## src/rtl/serial_pkg.sv

```systemverilog
// serial_pkg: frame FSM encoding and width helper shared by serial transmitter and receiver
package serial_pkg;
    typedef enum logic [1:0] {IDLE = 2'd0, START = 2'd1, DATA = 2'd2, STOP = 2'd3} state_t;
    function automatic int cnt_width(input int n);
        return (n > 1) ? $clog2(n) : 1;
    endfunction
endpackage

```

## src/rtl/serial_frame_tx_bit_timer.sv

```systemverilog
// bit_timer: counts the cycles of one serial bit and flags the last cycle, now and one cycle ahead
module bit_timer
    import serial_pkg::*;
#(
    parameter int BIT_CYCLES = 4
) (
    input  logic clk,
    input  logic reset,
    input  logic clear,
    output logic bit_end,
    output logic bit_end_next
);
    localparam int CW = cnt_width(BIT_CYCLES);
    localparam logic [CW-1:0] LAST = CW'(BIT_CYCLES - 1);
    logic [CW-1:0] r_cnt;
    logic [CW-1:0] w_cnt_next;
    always_comb begin
        bit_end = r_cnt == LAST;
        w_cnt_next = (reset || clear || bit_end) ? '0 : r_cnt + 1'b1;
        bit_end_next = w_cnt_next == LAST;
    end
    always_ff @(posedge clk) begin
        if (reset)
            r_cnt <= '0;
        else
            r_cnt <= w_cnt_next;
    end
endmodule

```

## src/rtl/serial_frame_tx.sv

```systemverilog
// serial_frame_tx: start/data/stop serializer with gap-free back-to-back frames
module serial_frame_tx
    import serial_pkg::*;
#(
    parameter int WIDTH      = 8,
    parameter int BIT_CYCLES = 4,
    parameter bit MSB_FIRST  = 1'b0
) (
    input  logic             clk,
    input  logic             reset,
    input  logic             in_valid,
    input  logic [WIDTH-1:0] in_data,
    output logic             in_ready,
    output logic             tx,
    output logic             busy,
    output logic             frame_done
);
    localparam int IW = cnt_width(WIDTH);
    localparam logic [IW-1:0] LAST_BIT = IW'(WIDTH - 1);
    state_t           r_state;
    state_t           w_state_next;
    logic [WIDTH-1:0] r_shift;
    logic [WIDTH-1:0] w_shift_next;
    logic [IW-1:0]    r_idx;
    logic             r_tx;
    logic             r_busy;
    logic             r_done;
    logic             w_clear;
    logic             w_bit_end;
    logic             w_bit_end_next;
    logic             w_accept;
    logic             w_last_bit;
    logic             w_tx_next;

    assign w_clear = r_state == IDLE;

    bit_timer #(.BIT_CYCLES(BIT_CYCLES)) u_timer (
        .clk(clk),
        .reset(reset),
        .clear(w_clear),
        .bit_end(w_bit_end),
        .bit_end_next(w_bit_end_next)
    );

    always_comb begin
        in_ready = !reset && (r_state == IDLE || (r_state == STOP && w_bit_end));
        w_accept = in_valid && in_ready;
        w_last_bit = r_idx == LAST_BIT;
        w_state_next = r_state;
        case (r_state)
            IDLE:    w_state_next = w_accept ? START : IDLE;
            START:   w_state_next = w_bit_end ? DATA : START;
            DATA:    w_state_next = (w_bit_end && w_last_bit) ? STOP : DATA;
            STOP:    w_state_next = w_bit_end ? (w_accept ? START : IDLE) : STOP;
            default: w_state_next = IDLE;
        endcase
        // the bit to send always sits at the shift register's outgoing end
        w_shift_next = w_accept ? in_data
                     : (r_state == DATA && w_bit_end) ? (MSB_FIRST ? r_shift << 1 : r_shift >> 1)
                     : r_shift;
        w_tx_next = (w_state_next == DATA) ? (MSB_FIRST ? w_shift_next[WIDTH-1] : w_shift_next[0])
                  : (w_state_next != START);
    end

    always_ff @(posedge clk) begin
        if (reset) begin
            r_state <= IDLE;
            r_shift <= '0;
            r_idx   <= '0;
            r_tx    <= 1'b1;
            r_busy  <= 1'b0;
            r_done  <= 1'b0;
        end else begin
            r_state <= w_state_next;
            r_shift <= w_shift_next;
            r_idx   <= (r_state != DATA || (w_bit_end && w_last_bit)) ? '0 : r_idx + IW'(w_bit_end);
            r_tx    <= w_tx_next;
            r_busy  <= w_state_next != IDLE;
            r_done  <= w_state_next == STOP && w_bit_end_next;
        end
    end

    assign tx = r_tx;
    assign busy = r_busy;
    assign frame_done = r_done;
endmodule

```

## config.mk

```make
export PLATFORM = sky130hd
export DESIGN_NAME = serial_frame_tx
export DESIGN_NICKNAME = d
export VERILOG_FILES = /design/src/rtl/serial_pkg.sv /design/src/rtl/serial_frame_tx_bit_timer.sv /design/src/rtl/serial_frame_tx.sv
export SDC_FILE = /design/constraint.sdc
export NUM_CORES = 1
export LEC_CHECK = 0
export CAP_MARGIN = 10
export CORE_UTILIZATION = 55
export CTS_BUF_LIST = sky130_fd_sc_hd__clkbuf_2 sky130_fd_sc_hd__clkbuf_4 sky130_fd_sc_hd__clkbuf_8
export CTS_CLUSTER_SIZE = 24
export DETAILED_ROUTE_END_ITERATION = 12
export HOLD_SLACK_MARGIN = 0.1
export MAX_ROUTING_LAYER = met4
export PLACE_DENSITY_LB_ADDON = 0.2
export SETUP_SLACK_MARGIN = 0.2
export SLEW_MARGIN = 0
export SYNTH_ARGS = -nofsm -noshare
export SYNTH_HDL_FRONTEND = slang
export SYNTH_HIERARCHICAL = 1
export SYNTH_SLANG_ARGS = --single-unit
```

## constraint.sdc

```tcl
create_clock -name clk -period 4.1 [get_ports clk]
set_clock_uncertainty 0.1 [all_clocks]
set_input_delay 0.82 -clock clk [delete_from_list [all_inputs] [get_ports clk]]
set_output_delay 0.82 -clock clk [all_outputs]
set_load 0.005 [all_outputs]
```

==> reports/qor.yml <==
setup_path:
  path_buf_inv: 3
  r2r_slack_ns: 2.19
  worst_ep_arrival_time_ns: 2.02
  crit_chain: "clkdlybuf4s50_1 > buf_4 > nor2_1 > clkdlybuf4s50_1"
  setup.worst_path.end_class: "output pin"
  worst_path_largest_cell_delay_ns: 0.50
  cpMostUsedCell: "clkdlybuf4s50_1"
  start_kind: "primary input"
  r2r_cells: 5
  slowest_stage: "clkdlybuf4s50_1"
  r2r-end: "tx$_SDFF_PP1_"
  cp.depth: 4
  worstSetupPathType: "primary input to output pin"
  path_max_fanout: 17
  required_ns: 3.18
  timing.rr.start: "u_timer/r_cnt[0]$_SDFF_PP0_"
  path_delay_family: "buffers and inverters"
clocking:
  clkTransAtPathRegs_ns: 0.09
  tritoncts: "built"
  ctsResizeCount: 0
  insertion_delay_ns: 0.28
  clock_path_buffers: 2
  htreeDepth: 1
  clock-sinks: 18
  postCtsHoldBufs: 0
  numCtsBuffers: 3
  cts_setup_buffers: 0
  ctsRootBufferMaster: "clkbuf_4"
hold_path:
  hold_depth: 1
  min-delay-start: "u_timer/r_cnt[0]$_SDFF_PP0_"
  whs_endpoint: "u_timer/r_cnt[0]$_SDFF_PP0_"
  min_path_type: "flip-flop to flip-flop"
synth:
  muxShareOfSynthArea: 0.0978
  ys_seq_elements: 18
  synth_area_um2: 870
  postSynthAreaPerCell_um2: 10.0
  synthAdderAreaFrac: 0.0432
  synth_top_family_by_area: "simple AND/OR/NAND/NOR gates"
  synth-simple-area-share: 0.227
  ys_types: 29
  synth-xor-area-share: 0.0201
  syn_inst: 87
  yosysWarnings: 6
  synth_fp_nets: 101
  synth_compound_area_frac: 0.141
  yosysSeqAreaShare: 0.414
floorplan:
  fp.coreArea_mm2: 0.00138
  initial_core_util: 0.629
  io_pins: 15
  die_y_um: 41.8
  fp.dieW_um: 41.8
  num_rows: 13
  die_area_mm2: 0.00174
power_and_ir_drop:
  ir_worst_vdd_mv: 0.225
  p_switching_uw: 72.2
  power_density_mw_per_mm2: 312
  p_leak_nw: 0.487
  internal-power_uw: 243
  swShare: 0.229
  p_clk_frac: 0.262
  seqPwrFrac: 0.600
  pwr-share-comb: 0.138
sta:
  setup_violations: 0
  finalSetupTns_ns: 0
  period_needed_ns: 2.94
  hold_viol_final: 0
  rsz0062_at_grt: "false"
  drv_slew: 0
  final.period_utilization: 0.716
  slew_headroom: 0.725
  fmax_mhz: 340
  worst_pin_slew_ns: 0.411
placed_design:
  post-dp-hpwl_um: 1090
  io_buffers: 14
  place_congestion: 0.867
finish:
  fillers: 105
  antenna_cells: 0
  post-route-util: 0.730
  drive_gt1_frac: 0.100
  nNetsFinal: 116
  syn2layout_area_growth_pct: 16.1
global_routing:
  grt_usage: 0.193
  gr-total-overflow: 0
  grt_max_degree: 18
  grt_pass1_wl_um: 2530
  grt_pass1_vias: 587
  antenna_found_initial: 0
route:
  ant_nets: 0
  vias: 655
  routed_wl_um: 1500
  drt-initial-drc-count: 24
  wl_per_cell_um: 13.1
  drc: 0
  drt_first_pass_iters: 4
  vias_per_cell: 5.70
run_status:
  status: "completed"
run:
  maxCapViolCount: 0
==> cell usage in the layout (no fill, tap or decap), types with 2 or more instances in the layout <==
master,synthesis,final
a211oi_1,7,7
nand3_1,2,2
mux2i_1,7,7
xor2_1,2,2
dfxtp_1,18,18
nor2_1,15,15
ha_1,3,3
o211ai_1,2,2
clkdlybuf4s50_1,0,14
nand2_1,3,3
a21oi_1,2,2
clkbuf_4,0,3
o21ai_0,3,3
and2_1,3,3
==> power groups by stage <==
| stage | sequential (mW) | combinational, mW | clock, mW |
|---|---|---|---|
| finish | 0.189 | 0.0436 | 0.0825 |
| global route | 0.190 | 0.0474 | 0.0931 |
| CTS | 0.189 | 0.0438 | 0.0863 |
| detailed placement | 0.193 | 0.0434 | 0 |
| global placement | 0.192 | 0.0426 | 0 |
| floorplan | 0.191 | 0.0276 | 0 |
==> through the flow <==
step | worst slack, ns | hold slack, ns | instance area, um2 | total power, mW | std cells
after floorplan | 2.02 | 0.339 | 870 | 0.218 | 87
after global placement | 1.16 | 0.354 | 987 | 0.235 | 112
after detailed placement | 1.17 | 0.373 | 987 | 0.236 | 112
after CTS | 1.15 | 0.388 | 1010 | 0.319 | 115
after global routing | 1.05 | 0.424 | 1010 | 0.330 | 115
final | 1.16 | 0.385 | 1010 | 0.315 | 115
==> metal layers <==
metal	track usage	vias to the layer above	share of wire
met4	0.0774	0	0.012
met1	0.256	298	0.50
met2	0.297	13	0.46
met3	0.0261	4	0.031
li1	-	340	-
met5	-	-	0
==> how the worst max path moves through the flow <==
stage | start | to | slack, ns
floorplan | reset | in_ready | 2.02
global placement | reset | in_ready | 1.16
detailed placement | reset | in_ready | 1.17
CTS | u_timer/r_cnt[0]$_SDFF_PP0_ | in_ready | 1.15
global route | u_timer/r_cnt[0]$_SDFF_PP0_ | in_ready | 1.05
finish | reset | in_ready | 1.16
==> registers in the layout (all words and copies together), names as in the netlist <==
register	count
r_idx	3
u_timer/r_cnt	2
r_state	2
busy	1
r_shift	8
tx	1
frame_done	1
==> synth_stat cells, drive strengths merged <==
master | instances | area (um2)
a211oi | 7 | 52.6
a21o | 1 | 7.51
a21oi | 2 | 10.0
a31oi | 1 | 6.26
and2 | 3 | 18.8
and3 | 2 | 17.5
and4bb | 1 | 12.5
buf | 4 | 45.0
clkbuf | 1 | 3.75
dfxtp | 18 | 360
ha | 3 | 37.5
mux2 | 1 | 15.0
mux2i | 7 | 70.1
nand2 | 3 | 11.3
nand2b | 1 | 6.26
nand3 | 2 | 10.0
nand3b | 1 | 20.0
nand4 | 1 | 6.26
nor2 | 15 | 56.3
nor2b | 1 | 6.26
nor3 | 1 | 10.0
nor4 | 1 | 6.26
o211ai | 2 | 15.0
o21ai | 4 | 31.3
or2b | 1 | 7.51
or3b | 1 | 8.76
xor2 | 2 | 17.5
==> area by class of cell <==
type | instances | area (um2) | share of cell area
multi-input combinational | 64 | 460 | 0.456
tap | 15 | 18.8 | 0.0186
clock buffer | 3 | 22.5 | 0.0223
timing repair buffer | 15 | 148 | 0.146
sequential | 18 | 360 | 0.357
==> cells by family (layout without fill, tap and decap cells) <==
family          Yosys count  count (layout)
buf+inv                   5              18
simple gates             34              34
compound gates           17              17
mux                       8               8
fa+ha+maj                 3               3
flops                    18              18
xor+xnor                  2               2
(Power assumes the default switching activity.)
